<file path="config.mk">
export PLATFORM = sky130hd
export DESIGN_NAME = mem_access_stage
export DESIGN_NICKNAME = d
export VERILOG_FILES = /design/src/rtl/mem_access_stage.sv
export SDC_FILE = /design/constraint.sdc
export NUM_CORES = 1
export LEC_CHECK = 0
export ABC_AREA = 1
export BUFFER_PORTS_ARGS = -buffer_cell sky130_fd_sc_hd__buf_2
export CAP_MARGIN = 20
export CORE_MARGIN = 3
export CORE_UTILIZATION = 50
export DETAILED_ROUTE_END_ITERATION = 16
export PLACE_DENSITY = 0.8
export SYNTH_ARGS = -nofsm -noshare
export SYNTH_HDL_FRONTEND = slang
export SYNTH_SLANG_ARGS = --single-unit
</file>
<file path="constraint.sdc">
create_clock -name clk -period 3.35 [get_ports clk]
set_clock_uncertainty 0.2 [all_clocks]
set_input_delay 0.5025 -clock clk [delete_from_list [all_inputs] [get_ports clk]]
set_output_delay 0.5025 -clock clk [all_outputs]
set_load 0.01 [all_outputs]
</file>
<file path="src/rtl/mem_access_stage.sv">
// MEM pipeline stage: runs one data-memory access at a time on a req/ack bus, freezes upstream while it is outstanding.
// Non-memory ops retire in 1 cycle; aligned accesses take 1 + N cycles (N = WAIT cycles up to and including the ack).
module mem_access_stage #(
  parameter int TIMEOUT_CYCLES = 255
) (
  input  logic        clk,
  input  logic        reset,
  input  logic [1:0]  WB_in,
  input  logic        MemRead,
  input  logic        MemWrite,
  input  logic [31:0] ALU_in,
  input  logic [31:0] RDdata2_in,
  input  logic [4:0]  instruction_mux_in,
  output logic        mem_req,
  output logic        mem_we,
  output logic [31:0] mem_addr,
  output logic [31:0] mem_wdata,
  input  logic        mem_ack,
  input  logic [31:0] mem_rdata,
  output logic        stall,
  output logic [1:0]  WB_out,
  output logic [31:0] Read_data_out,
  output logic [31:0] ALU_out,
  output logic [4:0]  instruction_mux_out,
  output logic        align_err,
  output logic        bus_err
);

  localparam int CW = (TIMEOUT_CYCLES < 2) ? 1 : $clog2(TIMEOUT_CYCLES);
  localparam bit TMO_EN = (TIMEOUT_CYCLES != 0);
  localparam logic [CW-1:0] TMO_LAST = CW'((TIMEOUT_CYCLES == 0) ? 0 : TIMEOUT_CYCLES - 1);

  typedef enum logic {S_IDLE, S_WAIT} state_t;

  state_t        state_q;
  logic [CW-1:0] cnt_q;
  logic          mem_req_q, mem_we_q, align_err_q, bus_err_q;
  logic [31:0]   mem_addr_q, mem_wdata_q, rdata_q, alu_q;
  logic [1:0]    wb_q;
  logic [4:0]    dst_q;

  logic access, aligned, ack_v, tmo_hit, both_set;

  assign access   = MemRead | MemWrite;
  assign aligned  = (ALU_in[1:0] == 2'b00);
  assign both_set = MemRead & MemWrite;
  // An ack is only meaningful while a request is actually on the bus.
  assign ack_v    = mem_ack & mem_req_q;
  assign tmo_hit  = TMO_EN && (cnt_q == TMO_LAST);

  // Gated by reset so that stall drops immediately with the asynchronous reset.
  always_comb begin
    stall = 1'b0;
    if (reset) begin
      case (state_q)
        S_IDLE:  stall = access & aligned;
        S_WAIT:  stall = ~ack_v & ~tmo_hit;
        default: stall = 1'b0;
      endcase
    end
  end

  always_ff @(posedge clk or negedge reset) begin
    if (!reset) begin
      state_q     <= S_IDLE;
      cnt_q       <= '0;
      mem_req_q   <= 1'b0;
      mem_we_q    <= 1'b0;
      mem_addr_q  <= '0;
      mem_wdata_q <= '0;
      wb_q        <= '0;
      rdata_q     <= '0;
      alu_q       <= '0;
      dst_q       <= '0;
      align_err_q <= 1'b0;
      bus_err_q   <= 1'b0;
    end else begin
      align_err_q <= 1'b0;
      bus_err_q   <= 1'b0;
      case (state_q)
        S_IDLE: begin
          if (access && aligned) begin
            mem_req_q   <= 1'b1;
            mem_we_q    <= MemWrite;
            mem_addr_q  <= ALU_in;
            mem_wdata_q <= RDdata2_in;
            cnt_q       <= '0;
            wb_q        <= '0;
            state_q     <= S_WAIT;
          end else begin
            wb_q        <= access ? 2'b00 : WB_in;
            alu_q       <= ALU_in;
            dst_q       <= instruction_mux_in;
            rdata_q     <= '0;
            align_err_q <= access;
          end
        end
        S_WAIT: begin
          if (ack_v) begin
            mem_req_q <= 1'b0;
            wb_q      <= both_set ? 2'b00 : WB_in;
            alu_q     <= ALU_in;
            dst_q     <= instruction_mux_in;
            rdata_q   <= mem_we_q ? 32'd0 : mem_rdata;
            state_q   <= S_IDLE;
          end else if (tmo_hit) begin
            mem_req_q <= 1'b0;
            bus_err_q <= 1'b1;
            wb_q      <= '0;
            alu_q     <= ALU_in;
            dst_q     <= instruction_mux_in;
            rdata_q   <= '0;
            state_q   <= S_IDLE;
          end else begin
            wb_q  <= '0;
            cnt_q <= cnt_q + 1'b1;
          end
        end
        default: state_q <= S_IDLE;
      endcase
    end
  end

  assign mem_req             = mem_req_q;
  assign mem_we              = mem_we_q;
  assign mem_addr            = mem_addr_q;
  assign mem_wdata           = mem_wdata_q;
  assign WB_out              = wb_q;
  assign Read_data_out       = rdata_q;
  assign ALU_out             = alu_q;
  assign instruction_mux_out = dst_q;
  assign align_err           = align_err_q;
  assign bus_err             = bus_err_q;

endmodule

</file>
# After elaboration in Yosys (flattened, before gate mapping)
# Cells that the tools add are included.
dict set report totals {
  reg_bits 148
  latchBits 0
  mem_bits_rw 0
  mem_bits_ro 0
  mem_count 0
}
dict set report op_classes {
  n_addsub 1
  n_mul 0
  div 0
  magnitude_cmp 0
  n_eq_ne 6
  shift 0
  muxes 37
  bitwise 8
  reduce_logical 6
}
# operator n
set ops {}
lappend ops {{32-bit 2-to-1 mux} 7}
lappend ops {{32-bit one-hot mux with 2 select lines} 2}
lappend ops {{8-bit 2-to-1 mux} 3}
lappend ops {{8-bit one-hot mux with 2 select lines} 1}
lappend ops {{5-bit 2-to-1 mux} 3}
lappend ops {{1-bit 2-to-1 mux} 12}
lappend ops {{5-bit one-hot mux with 2 select lines} 1}
lappend ops {{8-bit by 1-bit adder with 8-bit output (second input constant)} 1}
lappend ops {{8-bit == test (second input constant)} 1}
lappend ops {{2-bit 2-to-1 mux} 4}
lappend ops {{2-bit inequality test (second input constant)} 4}
lappend ops {{1-bit one-hot mux with 2 select lines} 3}
lappend ops {{2-bit AND reduction} 3}
lappend ops {{1-bit bitwise AND} 4}
lappend ops {{2-bit one-hot mux with 2 select lines} 1}
lappend ops {{3-bit by 1-bit inequality test with 1-bit output (second input constant)} 1}
lappend ops {{1-bit NOT} 3}
lappend ops {{3-bit AND reduction} 1}
lappend ops {{2-bit zero test} 1}
lappend ops {{1-bit logical AND} 1}
lappend ops {{1-bit bitwise OR} 1}

# Logic depth before layout (Yosys ltp)
dict set report depth {
  ltp_word 5
  depth_mapped 11
}

# Worst setup path before layout
# No wires, ideal clock.
dict set report synth_timing {
  path_type {input -> output}
  from {input ALU_in[1]}
  to {output stall}
  arrival_ns 1.314
  setup_slack_ns 1.333
  path_stages 4
  n_path_buf 1
  path_cell_list {nor2_1 nand3_2 buf_6 a21boi_0}
}
dict set report synth_via {
  elab_chain_cells 4
}
# element line
set synth_lines {}
lappend synth_lines {{from (decl)} 11} ;# input logic [31:0] ALU_in,
lappend synth_lines {{2-bit zero test} 45} ;# assign aligned = (ALU_in[1:0] == 2'b00);
lappend synth_lines {{1-bit bitwise AND} 56} ;# S_IDLE: stall = access & aligned;
lappend synth_lines {{1-bit one-hot mux with 2 select lines} 55} ;# case (state_q)
lappend synth_lines {{1-bit 2-to-1 mux} 54} ;# if (reset) begin
lappend synth_lines {{to (decl)} 20} ;# output logic stall,
# Every way passes these cells.

# Worst setup path after layout
dict set report layout_timing {
  from {register state_q}
  to {output stall}
}
dict set report layout_via {
  elab_chain_cells 3
}
# element line
set layout_lines {}
lappend layout_lines {{from (decl)} 35} ;# state_t state_q;
lappend layout_lines {{from (signal assigned)} 65} ;# state_q <= S_IDLE;
lappend layout_lines {{from (signal assigned)} 89} ;# state_q <= S_WAIT;
lappend layout_lines {{from (signal assigned)} 105} ;# state_q <= S_IDLE;
lappend layout_lines {{1-bit NOT (no line)} n/a}
lappend layout_lines {{1-bit one-hot mux with 2 select lines (*)} 55}
lappend layout_lines {{1-bit 2-to-1 mux (*)} 54}
# Mark *: on every way between the ends. The rest lies on a longest branch, timed or not.

==> summary.md <==
| Metric | Value |
|---|---|
| Status | finished clean |
| Ys flop type | dfrtp_1 |
| Grt ovf | 0 |
| FMAX | 375 MHz |
| CTS tree | yes |
| Mapped Nets | around 740 |
| Hold_buf cts | 0 |
| Sequential element share of the synthesized area | 63.4% |
| Max_cap viols | 0 |
| Internal power | 4.46 mW |
| Top cells by count, synth | nand2_1 (188), dfrtp_1 (148), o21ai_0 (80) |
| Top-count cell post-synth | nand2_1 |
| Post-Syn Instances | roughly 630 |
| Sequential share of power | 40.6% |
| Via count | ~4900 |
| Number of CTS-inserted buffers | 17 |
| Setup TNS | 0 ps |
| CTS max path bufs | 2 |
| Total wire length | 14.4 mm |
| Overall power | 6.93 mW |
| Crit path time final | around 2700 ps |
| Post-synth EDFFs | 0 |
| Crit path kind | flip-flop to output port |
| Initial Utilization | approximately 52% |
| Clock power frac | 27.7% |
| Hpwl dp | 9.88 mm |
| Fin. Hold Viols | 0 |
| First-pass GRT wire length | 23.0 mm |
| Top cells by area, synth | dfrtp_1 (63%), nand2_1 (12%), o21ai_0 (6.9%) |
| Slew Limit Fails | 0 |
| Cell Pwr Density | about 900 nW/µm² |
| Flop2flop setup slack | between 1000 and 1500 ps |
| I/O Buffers | approximately 250 |
| Vias per inst | 4.81 |
| Post-synth cell types | 25 |
| Max rail drop VDD | 0.687 mV |
| Synthesis-stage register bit count | about 150 |
| CTS resizes | 0 |
| Reg2Reg Depth | 7 |
| Largest net degree at the start of global routing | 149 |
| Async S/R FF share, synth | 100% |
| H-tree Lvls | 4 |
| Tot GR Track Use | 22.2% |
| Switching power | 2.47 mW |
| Rows | 38 |
| Final Wtd Congestion | between 0.8 and 0.9 |
| Wire per inst | 14.1 µm |
| Die Area | roughly 13000 µm² |
| IO Pins | 248 |
| Antenna Nets Post-Route | 0 |
| Required time worst endpoint | 2650 ps |
| Multi-input logic area | 1670 µm² |
| Net Sw Frac | between 30% and 40% |
| Die span in y | about 110 µm |
| Die W | approximately 110 µm |
| CP Data Arrival Time | 1970 ps |
| Worst min-delay path category | input pin to asynchronous set/reset pin |
| Area delta synth->final | 32.6% |
| Crit path capture type | output port |
| Layout Nets | 977 |
| Slew Limit Headroom | 33.9% |
| CP max FO | 16 |
| Mapped cell area | 5840 µm² |
| Latest clock arrival within the worst-skew pair | 410 ps |
| Final Setup Violations | 0 |
| Worst R2R End | ALU_out[3]$_DFFE_PN0P_ |
| Initial antenna violation count | 1 |
| Gate power share | 31.7% |
| Router iterations before antenna repair | 4 |
| Filler Cells Inserted | 884 |
| Worst-path clk slew | 60 ps |
| Worst Tran Pin Value | around 990 ps |
| DRC errors left | 0 |
| Vias in the first global route | 4723 |
| DR iter-0 viols | 459 |
| CP Launch Type | flip-flop |
| Fin crit share | 79.6% |
| Mean Syn Cell Area | 9.30 µm² |
| Setup Buffers After CTS | 0 |
| Pleak | approximately 4.5 nW |
| Core area | 11100 µm² |
| Unrepaired setup endpoints after global routing | no |
| Share of cells above drive strength 1 | 33.3% |
| Sequential cell area | 3700 µm² |
| Root buf cell | clkbuf_16 |
| Post-synth top area share | between 60% and 70% |
| Ys Warns | 0 |
| CTS Sinks | approximately 150 |
| RR Startpoint | state_q$_DFF_PN0_ |
| Yosys top cell by area | dfrtp_1 |
## logic make-up (layout without fill, tap and decap cells)
logic type                 count (synthesis)  after routing  synth area share, %
DFF                                      148            148                 63.4
adders and majority gates                  2              2                0.429
other                                      0              1                    0
and+or+nand+nor                          262            262                 18.7
buffers and inverters                    109            361                 8.06
AOI/OAI and AO/OA                        107            107                 9.41
## per-stage QoR
step	std cells	util (%)	hold WS, ps	instance area [µm²]	worst slack (ps)
CTS	1020	69.6	75.1	7740	671
floorplan	628	-	6.91	5840	1330
global placement	988	64.2	249	7140	975
detailed placement	988	64.2	253	7140	886
finish	1021	69.6	37.3	7740	682
global route	1021	69.6	90.8	7740	550
## worst max path at each step
stage	to	slack, ps	startpoint	cells past startpoint
6_report	stall	680	state_q$_DFF_PN0_	5
5_1_grt	stall	550	state_q$_DFF_PN0_	5
3_3_place_gp	ALU_out[21]$_DFFE_PN0P_	970	ALU_in[1]	7
4_1_cts	stall	670	state_q$_DFF_PN0_	5
2_1_floorplan	stall	1330	ALU_in[1]	4
3_5_place_dp	ALU_out[27]$_DFFE_PN0P_	890	ALU_in[1]	7
## per-layer routing
layer | vias to the layer above | part of all wire, % | wire [µm] | track usage (%)
met5 | - | 0 | 0 | 0
met3 | 34 | 5.6 | 800 | 5.29
li1 | 2445 | - | - | -
met1 | 2259 | 40 | 5720 | 28.0
met4 | 0 | 3.2 | 455 | 9.90
met2 | 172 | 51 | 7380 | 36.8
## power groups by stage
stage / Clock (mW) / Sequential (mW) / Combinational [mW]
floorplan: 0 / 3.14 / 0.922
CTS: 1.95 / 2.81 / 2.24
global route: 2.04 / 2.89 / 2.45
finish: 1.92 / 2.81 / 2.20
global placement: 0 / 2.81 / 2.16
detailed placement: 0 / 2.82 / 2.23
## layout by cell type (no fill, tap or decap)
cell | netlist | routed
nand3_1 | 53 | 53
buf_4 | 2 | 6
o21a_1 | 1 | 1
o21ai_1 | 14 | 14
buf_12 | 0 | 1
o21bai_1 | 1 | 1
clkbuf_16 | 0 | 17
o21ai_0 | 80 | 80
clkbuf_8 | 0 | 1
a21boi_0 | 1 | 1
dfrtp_1 | 148 | 148
or2_2 | 2 | 2
nand2_2 | 2 | 2
ha_1 | 2 | 2
a21o_1 | 1 | 1
nor2_4 | 1 | 1
clkinv_2 | 0 | 3
clkinvlp_4 | 0 | 2
clkbuf_1 | 9 | 2
buf_6 | 4 | 1
clkinv_4 | 0 | 3
nand2_4 | 2 | 2
buf_2 | 19 | 246
inv_1 | 74 | 74
nand2_1 | 188 | 188
diode_2 | 0 | 1
nand3_4 | 0 | 1
nor3_1 | 1 | 1
inv_6 | 0 | 1
a21oi_2 | 1 | 1
nor2_1 | 12 | 12
clkinv_1 | 1 | 1
bufinv_16 | 0 | 3
a21oi_1 | 8 | 8
## registers in the layout, summed over array words and instances, names as in the netlist
register	count
cnt_q	8
ALU_out	32
mem_req	1
Read_data_out	32
state_q	1
mem_addr	32
WB_out	2
bus_err	1
instruction_mux_out	5
mem_we	1
mem_wdata	32
align_err	1
## worst max-delay path, cell delays in order (launching register included)
cell and delay (ps):
dfrtp_1 330, clkinv_1 300, a21oi_2 330, nand2_4 170
a21boi_0 230, buf_2 190
## layout make-up
class / count / share of cell area, %
multi-input cells: 371 / 21.6
inverters: 75 / 3.64
clock buffers: 20 / 5.77
flip-flops and latches: 148 / 47.8
repair buffers: 254 / 16.9
clock inverters: 12 / 2.00
well taps: 140 / 2.26
diodes: 1 / 0.0323
Power figures use the tool's default switching activity.
